[src/rtl/cpu_pkg.sv]
// Shared CPU definitions: memory-stage FSM states and fixed register indices.
package cpu_pkg;

  typedef enum logic [1:0] {
    MS_IDLE,
    MS_REQ,
    MS_WB
  } mem_state_t;

  localparam logic [3:0] LR_ADDR = 4'd14;
  localparam logic [3:0] BE_WORD = 4'hF;

endpackage

[src/rtl/mem_access_stage_if.sv]
// Word-addressed data RAM port: req held until ack, read data valid with ack.
interface mem_access_stage_if #(
  parameter int ADDR_W = 11
);

  logic              ram_req;
  logic              ram_we;
  logic [ADDR_W-1:0] ram_addr;
  logic [3:0]        ram_be;
  logic [31:0]       ram_wdata;
  logic              ram_ack;
  logic [31:0]       ram_rdata;

  modport master (
    output ram_req, ram_we, ram_addr, ram_be, ram_wdata,
    input  ram_ack, ram_rdata
  );

  modport slave (
    input  ram_req, ram_we, ram_addr, ram_be, ram_wdata,
    output ram_ack, ram_rdata
  );

endinterface

[src/rtl/mem_lane_align.sv]
// Byte-lane steering: store enables/replication and load extract/ARMv4 word rotation.
module mem_lane_align
  import cpu_pkg::*;
(
  input  logic        st_we,
  input  logic        st_byte,
  input  logic [1:0]  st_lane,
  input  logic [31:0] st_data,
  output logic [3:0]  st_be,
  output logic [31:0] st_wdata,
  input  logic        ld_byte,
  input  logic [1:0]  ld_lane,
  input  logic [31:0] ld_rdata,
  output logic [31:0] ld_data
);

  logic [31:0] rot;

  always_comb begin
    // NOTE: every output gets a default first so no path leaves one unassigned (no latch).
    st_be    = BE_WORD;
    st_wdata = st_data;
    rot      = ld_rdata;
    if (st_byte) begin
      st_wdata = {4{st_data[7:0]}};
      if (st_we) st_be = 4'b0001 << st_lane;
    end
    // Unaligned word loads rotate right so the addressed byte lands in bits 7:0.
    unique case (ld_lane)
      2'd0: rot = ld_rdata;
      2'd1: rot = {ld_rdata[7:0],  ld_rdata[31:8]};
      2'd2: rot = {ld_rdata[15:0], ld_rdata[31:16]};
      2'd3: rot = {ld_rdata[23:0], ld_rdata[31:24]};
    endcase
    ld_data = ld_byte ? {24'h0, rot[7:0]} : rot;
  end

endmodule

[src/rtl/mem_access_stage.sv]
// Load/store stage: one RAM req/ack transaction per access, timeout abort, load write-back.
module mem_access_stage
  import cpu_pkg::*;
#(
  parameter int ADDR_W      = 11,
  parameter int TIMEOUT_CYC = 16
) (
  input  logic                clk,
  input  logic                rst_n,
  input  logic                mem_valid,
  output logic                mem_ready,
  input  logic                mem_we,
  input  logic                mem_byte,
  input  logic [31:0]         mem_addr,
  input  logic [31:0]         mem_wdata,
  input  logic [3:0]          mem_rd,
  mem_access_stage_if.master  ram,
  output logic [31:0]         ram_data2,
  output logic                forward_w_data,
  output logic [3:0]          w_addr1,
  output logic                w_en1,
  output logic                stall,
  output logic                mem_err
);

  localparam int              CNT_W    = $clog2(TIMEOUT_CYC);
  localparam logic [CNT_W-1:0] CNT_LAST = CNT_W'(TIMEOUT_CYC - 1);

  mem_state_t       state;
  logic [CNT_W-1:0] cnt;
  logic [3:0]       rd_q;
  logic             byte_q;
  logic [1:0]       lane_q;
  logic [3:0]       st_be;
  logic [31:0]      st_wdata;
  logic [31:0]      ld_data;
  logic             unused_addr_hi;

  assign mem_ready      = (state == MS_IDLE);
  assign stall          = (state != MS_IDLE) | (mem_valid & mem_ready);
  assign unused_addr_hi = ^mem_addr[31:ADDR_W+2];

  mem_lane_align u_align (
    .st_we    (mem_we),
    .st_byte  (mem_byte),
    .st_lane  (mem_addr[1:0]),
    .st_data  (mem_wdata),
    .st_be    (st_be),
    .st_wdata (st_wdata),
    .ld_byte  (byte_q),
    .ld_lane  (lane_q),
    .ld_rdata (ram.ram_rdata),
    .ld_data  (ld_data)
  );

  // NOTE: non-blocking assignments so every register samples pre-edge values; blocking would race.
  always_ff @(posedge clk or negedge rst_n) begin
    if (!rst_n) begin
      state          <= MS_IDLE;
      cnt            <= '0;
      rd_q           <= '0;
      byte_q         <= 1'b0;
      lane_q         <= '0;
      ram.ram_req    <= 1'b0;
      ram.ram_we     <= 1'b0;
      ram.ram_addr   <= '0;
      ram.ram_be     <= '0;
      ram.ram_wdata  <= '0;
      ram_data2      <= '0;
      forward_w_data <= 1'b0;
      w_addr1        <= '0;
      w_en1          <= 1'b0;
      mem_err        <= 1'b0;
    end else begin
      w_en1          <= 1'b0;
      forward_w_data <= 1'b0;
      mem_err        <= 1'b0;
      unique case (state)
        MS_IDLE: begin
          cnt <= '0;
          if (mem_valid) begin
            state         <= MS_REQ;
            ram.ram_req   <= 1'b1;
            ram.ram_we    <= mem_we;
            ram.ram_addr  <= mem_addr[ADDR_W+1:2];
            ram.ram_be    <= st_be;
            ram.ram_wdata <= st_wdata;
            rd_q          <= mem_rd;
            byte_q        <= mem_byte;
            lane_q        <= mem_addr[1:0];
          end
        end
        MS_REQ: begin
          // An ack on the last allowed cycle still completes the access.
          if (ram.ram_ack) begin
            ram.ram_req <= 1'b0;
            ram.ram_we  <= 1'b0;
            cnt         <= '0;
            if (ram.ram_we) begin
              state <= MS_IDLE;
            end else begin
              state          <= MS_WB;
              ram_data2      <= ld_data;
              w_en1          <= 1'b1;
              forward_w_data <= 1'b1;
              w_addr1        <= rd_q;
            end
          end else if (cnt == CNT_LAST) begin
            state       <= MS_IDLE;
            ram.ram_req <= 1'b0;
            ram.ram_we  <= 1'b0;
            cnt         <= '0;
            mem_err     <= 1'b1;
          end else begin
            cnt <= cnt + 1'b1;
          end
        end
        MS_WB:   state <= MS_IDLE;
        default: state <= MS_IDLE;
      endcase
    end
  end

endmodule
[src/flat_wrapper.sv]
// flat-port wrapper written by rule: the top's interface ports become plain ports
module mem_access_stage_flat import cpu_pkg::*;
#(
  parameter int ADDR_W      = 11,
  parameter int TIMEOUT_CYC = 16
)
  (clk, rst_n, mem_valid, mem_ready, mem_we, mem_byte, mem_addr, mem_wdata, mem_rd, ram_data2, forward_w_data, w_addr1, w_en1, stall, mem_err, ram_ram_req, ram_ram_we, ram_ram_addr, ram_ram_be, ram_ram_wdata, ram_ram_ack, ram_ram_rdata);
  mem_access_stage_if #(.ADDR_W(ADDR_W)) ram_i ();
  input  logic clk;
  input  logic rst_n;
  input  logic mem_valid;
  output logic mem_ready;
  input  logic mem_we;
  input  logic mem_byte;
  input  logic [31:0] mem_addr;
  input  logic [31:0] mem_wdata;
  input  logic [3:0] mem_rd;
  output logic [31:0] ram_data2;
  output logic forward_w_data;
  output logic [3:0] w_addr1;
  output logic w_en1;
  output logic stall;
  output logic mem_err;
  output wire logic [$bits(ram_i.ram_req)-1:0] ram_ram_req;
  output wire logic [$bits(ram_i.ram_we)-1:0] ram_ram_we;
  output wire logic [$bits(ram_i.ram_addr)-1:0] ram_ram_addr;
  output wire logic [$bits(ram_i.ram_be)-1:0] ram_ram_be;
  output wire logic [$bits(ram_i.ram_wdata)-1:0] ram_ram_wdata;
  input wire logic [$bits(ram_i.ram_ack)-1:0] ram_ram_ack;
  input wire logic [$bits(ram_i.ram_rdata)-1:0] ram_ram_rdata;
  assign ram_ram_req = ram_i.ram_req;
  assign ram_ram_we = ram_i.ram_we;
  assign ram_ram_addr = ram_i.ram_addr;
  assign ram_ram_be = ram_i.ram_be;
  assign ram_ram_wdata = ram_i.ram_wdata;
  assign ram_i.ram_ack = ram_ram_ack;
  assign ram_i.ram_rdata = ram_ram_rdata;
  mem_access_stage #(.ADDR_W(ADDR_W), .TIMEOUT_CYC(TIMEOUT_CYC)) u_core (.clk(clk), .rst_n(rst_n), .mem_valid(mem_valid), .mem_ready(mem_ready), .mem_we(mem_we), .mem_byte(mem_byte), .mem_addr(mem_addr), .mem_wdata(mem_wdata), .mem_rd(mem_rd), .ram(ram_i), .ram_data2(ram_data2), .forward_w_data(forward_w_data), .w_addr1(w_addr1), .w_en1(w_en1), .stall(stall), .mem_err(mem_err));
endmodule
[config.mk]
export PLATFORM = sky130hd
export DESIGN_NAME = mem_access_stage_flat
export DESIGN_NICKNAME = d
export VERILOG_FILES = /design/src/rtl/cpu_pkg.sv /design/src/rtl/mem_access_stage_if.sv /design/src/rtl/mem_lane_align.sv /design/src/rtl/mem_access_stage.sv /design/src/flat_wrapper.sv
export SDC_FILE = /design/constraint.sdc
export NUM_CORES = 1
export LEC_CHECK = 0
export ABC_AREA = 1
export BUFFER_PORTS_ARGS = -buffer_cell sky130_fd_sc_hd__buf_4
export CAP_MARGIN = 20
export CORE_ASPECT_RATIO = 0.7
export CORE_MARGIN = 4
export CORE_UTILIZATION = 50
export DETAILED_ROUTE_END_ITERATION = 8
export PLACE_DENSITY = 0.8
export RECOVER_POWER = 100
export SETUP_SLACK_MARGIN = 0.15
export SLEW_MARGIN = 20
export SYNTH_ARGS = -nofsm -noshare
export SYNTH_HDL_FRONTEND = slang
export SYNTH_HIERARCHICAL = 1
export SYNTH_SLANG_ARGS = --single-unit
[constraint.sdc]
create_clock -name clk -period 3 [get_ports clk]
set_input_delay 0.15 -clock clk [delete_from_list [all_inputs] [get_ports clk]]
set_output_delay 0.15 -clock clk [all_outputs]
set_load 0.05 [all_outputs]
==> Word level (Yosys, flattened, before mapping) <==
Cells that the tools add are included.
{ "totals": {"ff_bits": 100, "input_bits": 106, "output_inout_bits": 90} }
{ "classes": {"n_addsub": 1, "n_eq_ne": 7, "shifts": 1, "muxes": 25, "bitwise": 3, "n_reduce_logical": 8} }
{ "op_table": {"columns": ["operator", "n"], "rows": [
  ["one-hot mux 32 bit (4 select lines)", 1],
  ["2-to-1 mux 32 bit", 2],
  ["2-to-1 mux 4 bit", 4],
  ["2-to-1 mux 1 bit", 10],
  ["2-to-1 mux 2 bit", 4],
  ["one-hot mux 4 bit (2 select lines)", 1],
  ["AND reduction 3 bit", 2],
  ["adder 4 x 1 -> 4 bit (second input constant)", 1],
  ["equality test 2 x 1 -> 1 bit (second input constant)", 2],
  ["equality test 2 bit (second input constant)", 2],
  ["equality test 4 bit (second input constant)", 1],
  ["zero test 2 bit", 2],
  ["one-hot mux 1 bit (2 select lines)", 2],
  ["one-hot mux 2 bit (2 select lines)", 1],
  ["AND reduction 2 bit", 2],
  ["nonzero test 2 bit", 2],
  ["<< shifter 1 x 2 -> 4 bit (first input constant)", 1],
  ["inequality test 3 x 2 -> 1 bit (second input constant)", 1],
  ["inequality test 2 bit (second input constant)", 1],
  ["AND 1 bit", 1],
  ["NOT 1 bit", 1],
  ["bitwise OR 1 bit", 1]
]} }

==> Logic depth before layout (Yosys ltp) <==
{ "depth": {"depth_word": 4, "mapped_depth": 9, "mapped_depth_nobuf": 7} }

==> Hierarchy <==
The synthesis kept the hierarchy.
{ "modules_own_cells": {"columns": ["module", "n_inst", "cells_each", "area_each_um2", "seq_area_each_um2"], "rows": [
  ["mem_access_stage", 1, 438, 3947.5, 2502.4],
  ["mem_lane_align", 1, 338, 1615.3, 0.0]
]} }

==> Least setup slack after synthesis <==
Ideal clock, no wire load.
{ "synth_timing": {"kind": "register -> output", "startpoint": "register u_core.state[1]", "endpoint": "output stall", "arrival_ns": 1.299, "t_required_ns": 2.850, "path_slack_ns": 1.551, "stages_incl_launch_ff": 4, "n_path_buf": 1, "path_cell_list": "dfrtp_1 -> nor2_2 -> buf_2 -> nand2_1"} }
{ "synth_between": {"elab_chain_cells": 3, "elab_cells_between_ends": 4} }
{ "synth_rtl": {"columns": ["element", "line_no", "source"], "rows": [
  ["start: declaration", "mem_access_stage.sv:29", "mem_state_t state;"],
  ["start signal: assignment", "mem_access_stage.sv:59", "state <= MS_IDLE;"],
  ["start signal: assignment", "mem_access_stage.sv:82", "state <= MS_REQ;"],
  ["start signal: assignment", "mem_access_stage.sv:100", "state <= MS_IDLE;"],
  ["zero test 2 bit", "mem_access_stage.sv:39", "assign mem_ready = (state == MS_IDLE);"],
  ["via mem_ready", "flat_wrapper.sv:12", "output logic mem_ready;"],
  ["AND 1 bit", "mem_access_stage.sv:40", "assign stall = (state != MS_IDLE) | (mem_valid & mem_ready);"],
  ["bitwise OR 1 bit", "mem_access_stage.sv:40", null],
  ["end: declaration", "flat_wrapper.sv:22", "output logic stall;"]
]} }
The timed path passes the listed nets, and every way through them passes these cells.

==> Worst setup path after layout <==
{ "layout_timing": {"startpoint": "register u_core.state[1]", "endpoint": "output mem_ready"} }
{ "layout_between": {"elab_chain_cells": 1} }
{ "layout_rtl": {"columns": ["element", "line_no"], "rows": [
  ["zero test 2 bit", "mem_access_stage.sv:39"],
  ["end: declaration", "flat_wrapper.sv:12"]
]} }
No other way between the ends.

==> parameters.txt <==
Parameter                              Value

GRT
  Initial antenna violation count ... 0
  Via count of the first global-routing pass ... between 4000 and 5000
  Global-route wire length before repair ... ~25000 um
  Overall track demand over capacity in global routing ... 24.5%
  GR Overflow Total ... 0
  Largest net degree at the start of global routing ... 61

Critical path
  CP Class ... flop to output port
  Endpoint class of the critical path ... output port
  Endpoint required time on the critical path ... between 2 and 3 ns
  Worst stage delay on the critical path ... 0.83 ns
  Critical path fanouts, max ... between 50 and 60
  Sort of element at the start of the critical path ... flop
  Ordered list of cells on the worst path ... nor2_4, clkbuf_2, buf_4
  Register-to-register setup slack ... between 0.9 and 1 ns
  Endpoint arrival time on the critical path ... 2.10 ns
  CP max-delay cell ... sky130_fd_sc_hd__clkbuf_2
  Buf+Inv Stages, Crit Path ... 2
  Cell family with most CP delay ... buffers and inverters

Logic synthesis
  Number of synthesized register bits ... 100
  Synth warn ... 6
  Net Count, Synth ... approximately 880
  Netlist area before placement ... 5560 um^2
  Largest cells by area after synthesis ... sky130_fd_sc_hd__dfrtp_1 (45%), sky130_fd_sc_hd__nand2_1 (20%), sky130_fd_sc_hd__nand3_1 (10%)
  Syn_area_per_cell ... around 7.2 um^2
  Yosys top cell area share ... 45.0%
  Synthesized instance count ... 776
  Sequential fraction of the synthesis area ... around 45%
  Dominant cell type by area after synthesis ... sky130_fd_sc_hd__dfrtp_1
  Number of distinct library cell variants in the gate-level netlist after synthesis ... 22

STA
  Worst Skew ... slightly below 0.005 ns
  Fraction of the cycle the final worst path needs ... about three quarters
  Min Clock Period, post-route ... between 2 and 2.5 ns
  Setup repair after global routing missed its margin ... false
  Max Freq ... between 0.4 and 0.5 GHz
  Slew Limit Fails ... 0
  Final-layout worst hold slack ... between 0.04 and 0.05 ns
  Final Hold Violating Endpoints ... 0
  Worst slew margin relative to its limit ... between 7 and 8%
  Slew of the pin with the lowest slew margin ... ~1.4 ns
  Post-route setup TNS ... 0 ns
  Final setup violation count ... 0

Die
  Width of the die ... 134 um
  Initial Utilization ... between 50% and 60%
  Die Span Y ... a little under 100 um
  Ports placed on the boundary ... around 200
  Die Area ... roughly 13000 um^2
  Core outline area ... between 10000 and 15000 um^2
  Number of rows in the core area ... 31

Hold path
  Min-Delay Path Class ... input port to flop

Clock tree
  Post-CTS setup buffer count ... 0
  TritonCTS clock tree ... built
  Clock transition at path regs ... ~0.07 ns
  H-tree depth ... 3
  Clock Sink Count ... 100
  TritonCTS Buffers ... 9
  Max clock buf depth ... 2
  Worst skew pair latency ... 0.33 ns
  Buffer type at the clock tree root ... sky130_fd_sc_hd__clkbuf_16

Power
  Sequential cell fraction of total power ... 29.0%
  Power per cell area ... 1200 nW/um^2
  Logic pwr share ... 57.7%
  Maximum vdd drop ... between 0.0006 and 0.0007 V
  Switching Share ... between 50% and 60%
  Clock power share ... around an eighth
  Switching power total ... between 4 and 5 mW
  Leakage power of the design ... approximately 3.6 nW
  Design internal power ... between 3 and 4 mW

Finish
  Area overhead of the layout relative to synthesis ... 19.7%
  Share of layout cells above drive strength 1 ... 12.9%
  Nets ... just over 1000
  Summed area of non-filler cells in the final layout ... between 6000 and 7000 um^2
  Ant diodes ... 0

Drt
  Detailed-route via count ... roughly 5500
  Via count normalized by instance count ... 5.12
  DRC violation total after the first TritonRoute iteration ... about 460
  Count of TritonRoute iterations in the first routing pass ... 5
  Remaining antenna violation count after routing ... 0
  Total wire length ... ~16000 um
  DRC errors left ... 0
  Wire per inst ... approximately 15 um

Place
  Hpwl dp ... approximately 11000 um
  Post-DP Area ... just under 7000 um^2
  Final estimated routing congestion in global placement ... 0.852
  Number of buffers added on ports ... ~180

Outcome
  Outcome ... finished clean

Flow run
  Max-capacitance violation count ... 0
## repair_timing
action                                  4_1_cts  5_1_grt
endpoints found under the hold margin        23        0
resized for setup                             0        0
hold buffers                                  1        0
endpoints found under the setup margin        0        0
## per-layer routing
metal / wire [um] / global-route usage [%] / share of wire [%] / up-vias
met5: 0 / 0 / 0 / -
met4: 207 / 6.53 / 1.3 / 0
met3: 1180 / 6.27 / 7.5 / 16
met2: 7040 / 36.4 / 45 / 207
li1: - / - / - / 2718
met1: 7310 / 35.7 / 46 / 2509
## cell usage in the layout (no fill, tap or decap), types with 2 or more instances in the layout
| cell | count |
|---|---|
| sky130_fd_sc_hd__nand2_1 | 295 |
| sky130_fd_sc_hd__nand3_1 | 117 |
| sky130_fd_sc_hd__dfrtp_1 | 98 |
| sky130_fd_sc_hd__buf_4 | 91 |
| sky130_fd_sc_hd__clkbuf_1 | 90 |
| sky130_fd_sc_hd__inv_1 | 56 |
| sky130_fd_sc_hd__nor2_1 | 53 |
| sky130_fd_sc_hd__o21ai_0 | 35 |
| sky130_fd_sc_hd__a21oi_1 | 21 |
| sky130_fd_sc_hd__o21ai_1 | 20 |
| sky130_fd_sc_hd__nand4_1 | 10 |
| sky130_fd_sc_hd__clkbuf_16 | 9 |
| sky130_fd_sc_hd__clkinv_2 | 2 |
| sky130_fd_sc_hd__clkbuf_2 | 2 |
| sky130_fd_sc_hd__nor2_4 | 2 |
| sky130_fd_sc_hd__dfrtp_2 | 2 |
| sky130_fd_sc_hd__inv_6 | 2 |
| sky130_fd_sc_hd__nor2_2 | 2 |
## power groups by stage
stage | logic (mW) | clock network (mW) | registers [mW]
final | 4.63 | 1.06 | 2.33
after global routing | 5.00 | 1.15 | 2.42
after CTS | 5.08 | 1.09 | 2.34
after detailed placement | 5.08 | 0 | 2.35
after global placement | 5.01 | 0 | 2.35
after floorplan | 2.14 | 0 | 4.02
## state kept, by name, summed over array words and instances, names as in the netlist
name and cells:
u_core/mem_err 1, u_core/state 2, u_core/ram.ram_addr 11, u_core/byte_q 1
u_core/rd_q 4, u_core/ram.ram_we 1, u_core/ram_data2 32, u_core/ram.ram_be 4
u_core/lane_q 2, u_core/w_en1 1, u_core/cnt 4, u_core/ram.ram_wdata 32
u_core/ram.ram_req 1, u_core/w_addr1 4
## layout make-up
cell class                 instances  area [um^2]
clock buffer                      11          243
clock inverter                     4         26.3
fill                            1043         3930
inverter                          59          231
multi-input combinational        558         2410
sequential                       100         2500
tap                              148          185
timing repair buffer             184         1060
## synth_stat cells (all sizes together)
| cell | number |
|---|---|
| a21oi | 21 |
| buf | 54 |
| clkbuf | 5 |
| dfrtp | 100 |
| ha | 1 |
| inv | 59 |
| nand2 | 296 |
| nand3 | 117 |
| nand4 | 10 |
| nor2 | 57 |
| o21ai | 55 |
| xnor2 | 1 |
## stage by stage
step | utilization (%) | power (mW) | cells | setup WS, ns
detailed placement | 63.5 | 7.43 | 1048 | 1.23
floorplan | - | 6.15 | 776 | 1.55
finish | 62.9 | 8.02 | 1064 | 0.749
CTS | 66.2 | 8.52 | 1064 | 1.10
global placement | 63.5 | 7.36 | 1048 | 1.24
global route | 62.9 | 8.57 | 1064 | 0.578
## cells by family (layout without fill, tap and decap cells)
logic type | after synthesis | count (layout) | synth area share (%)
compound gates | 76 | 76 | 6.84
fa+ha+maj | 1 | 1 | 0.225
buf+inv | 118 | 258 | 11.6
xor+xnor | 1 | 1 | 0.157
simple gates | 480 | 480 | 36.2
flops | 100 | 100 | 45.0
## tightest hold or removal path: stages
cell	delay, ns
sky130_fd_sc_hd__buf_4	0.08
sky130_fd_sc_hd__nand3_1	0.06
sky130_fd_sc_hd__nand2_1	0.06
## worst paths after layout
kind | to | cells past startpoint | start
setup / recovery | mem_ready | 3 | u_core/state[1]
hold / removal | u_core/rd_q[3] | 3 | mem_rd[3]
setup reg to reg | u_core/ram.ram_addr[10] | 5 | u_core/state[1]
hold reg to reg | u_core/ram.ram_wdata[2] | 2 | u_core/ram.ram_wdata[2]
max in group asynchronous | u_core/ram.ram_wdata[11] | 3 | rst_n
min in group asynchronous | u_core/ram.ram_wdata[24] | 2 | rst_n
(Power assumes the default switching activity.)
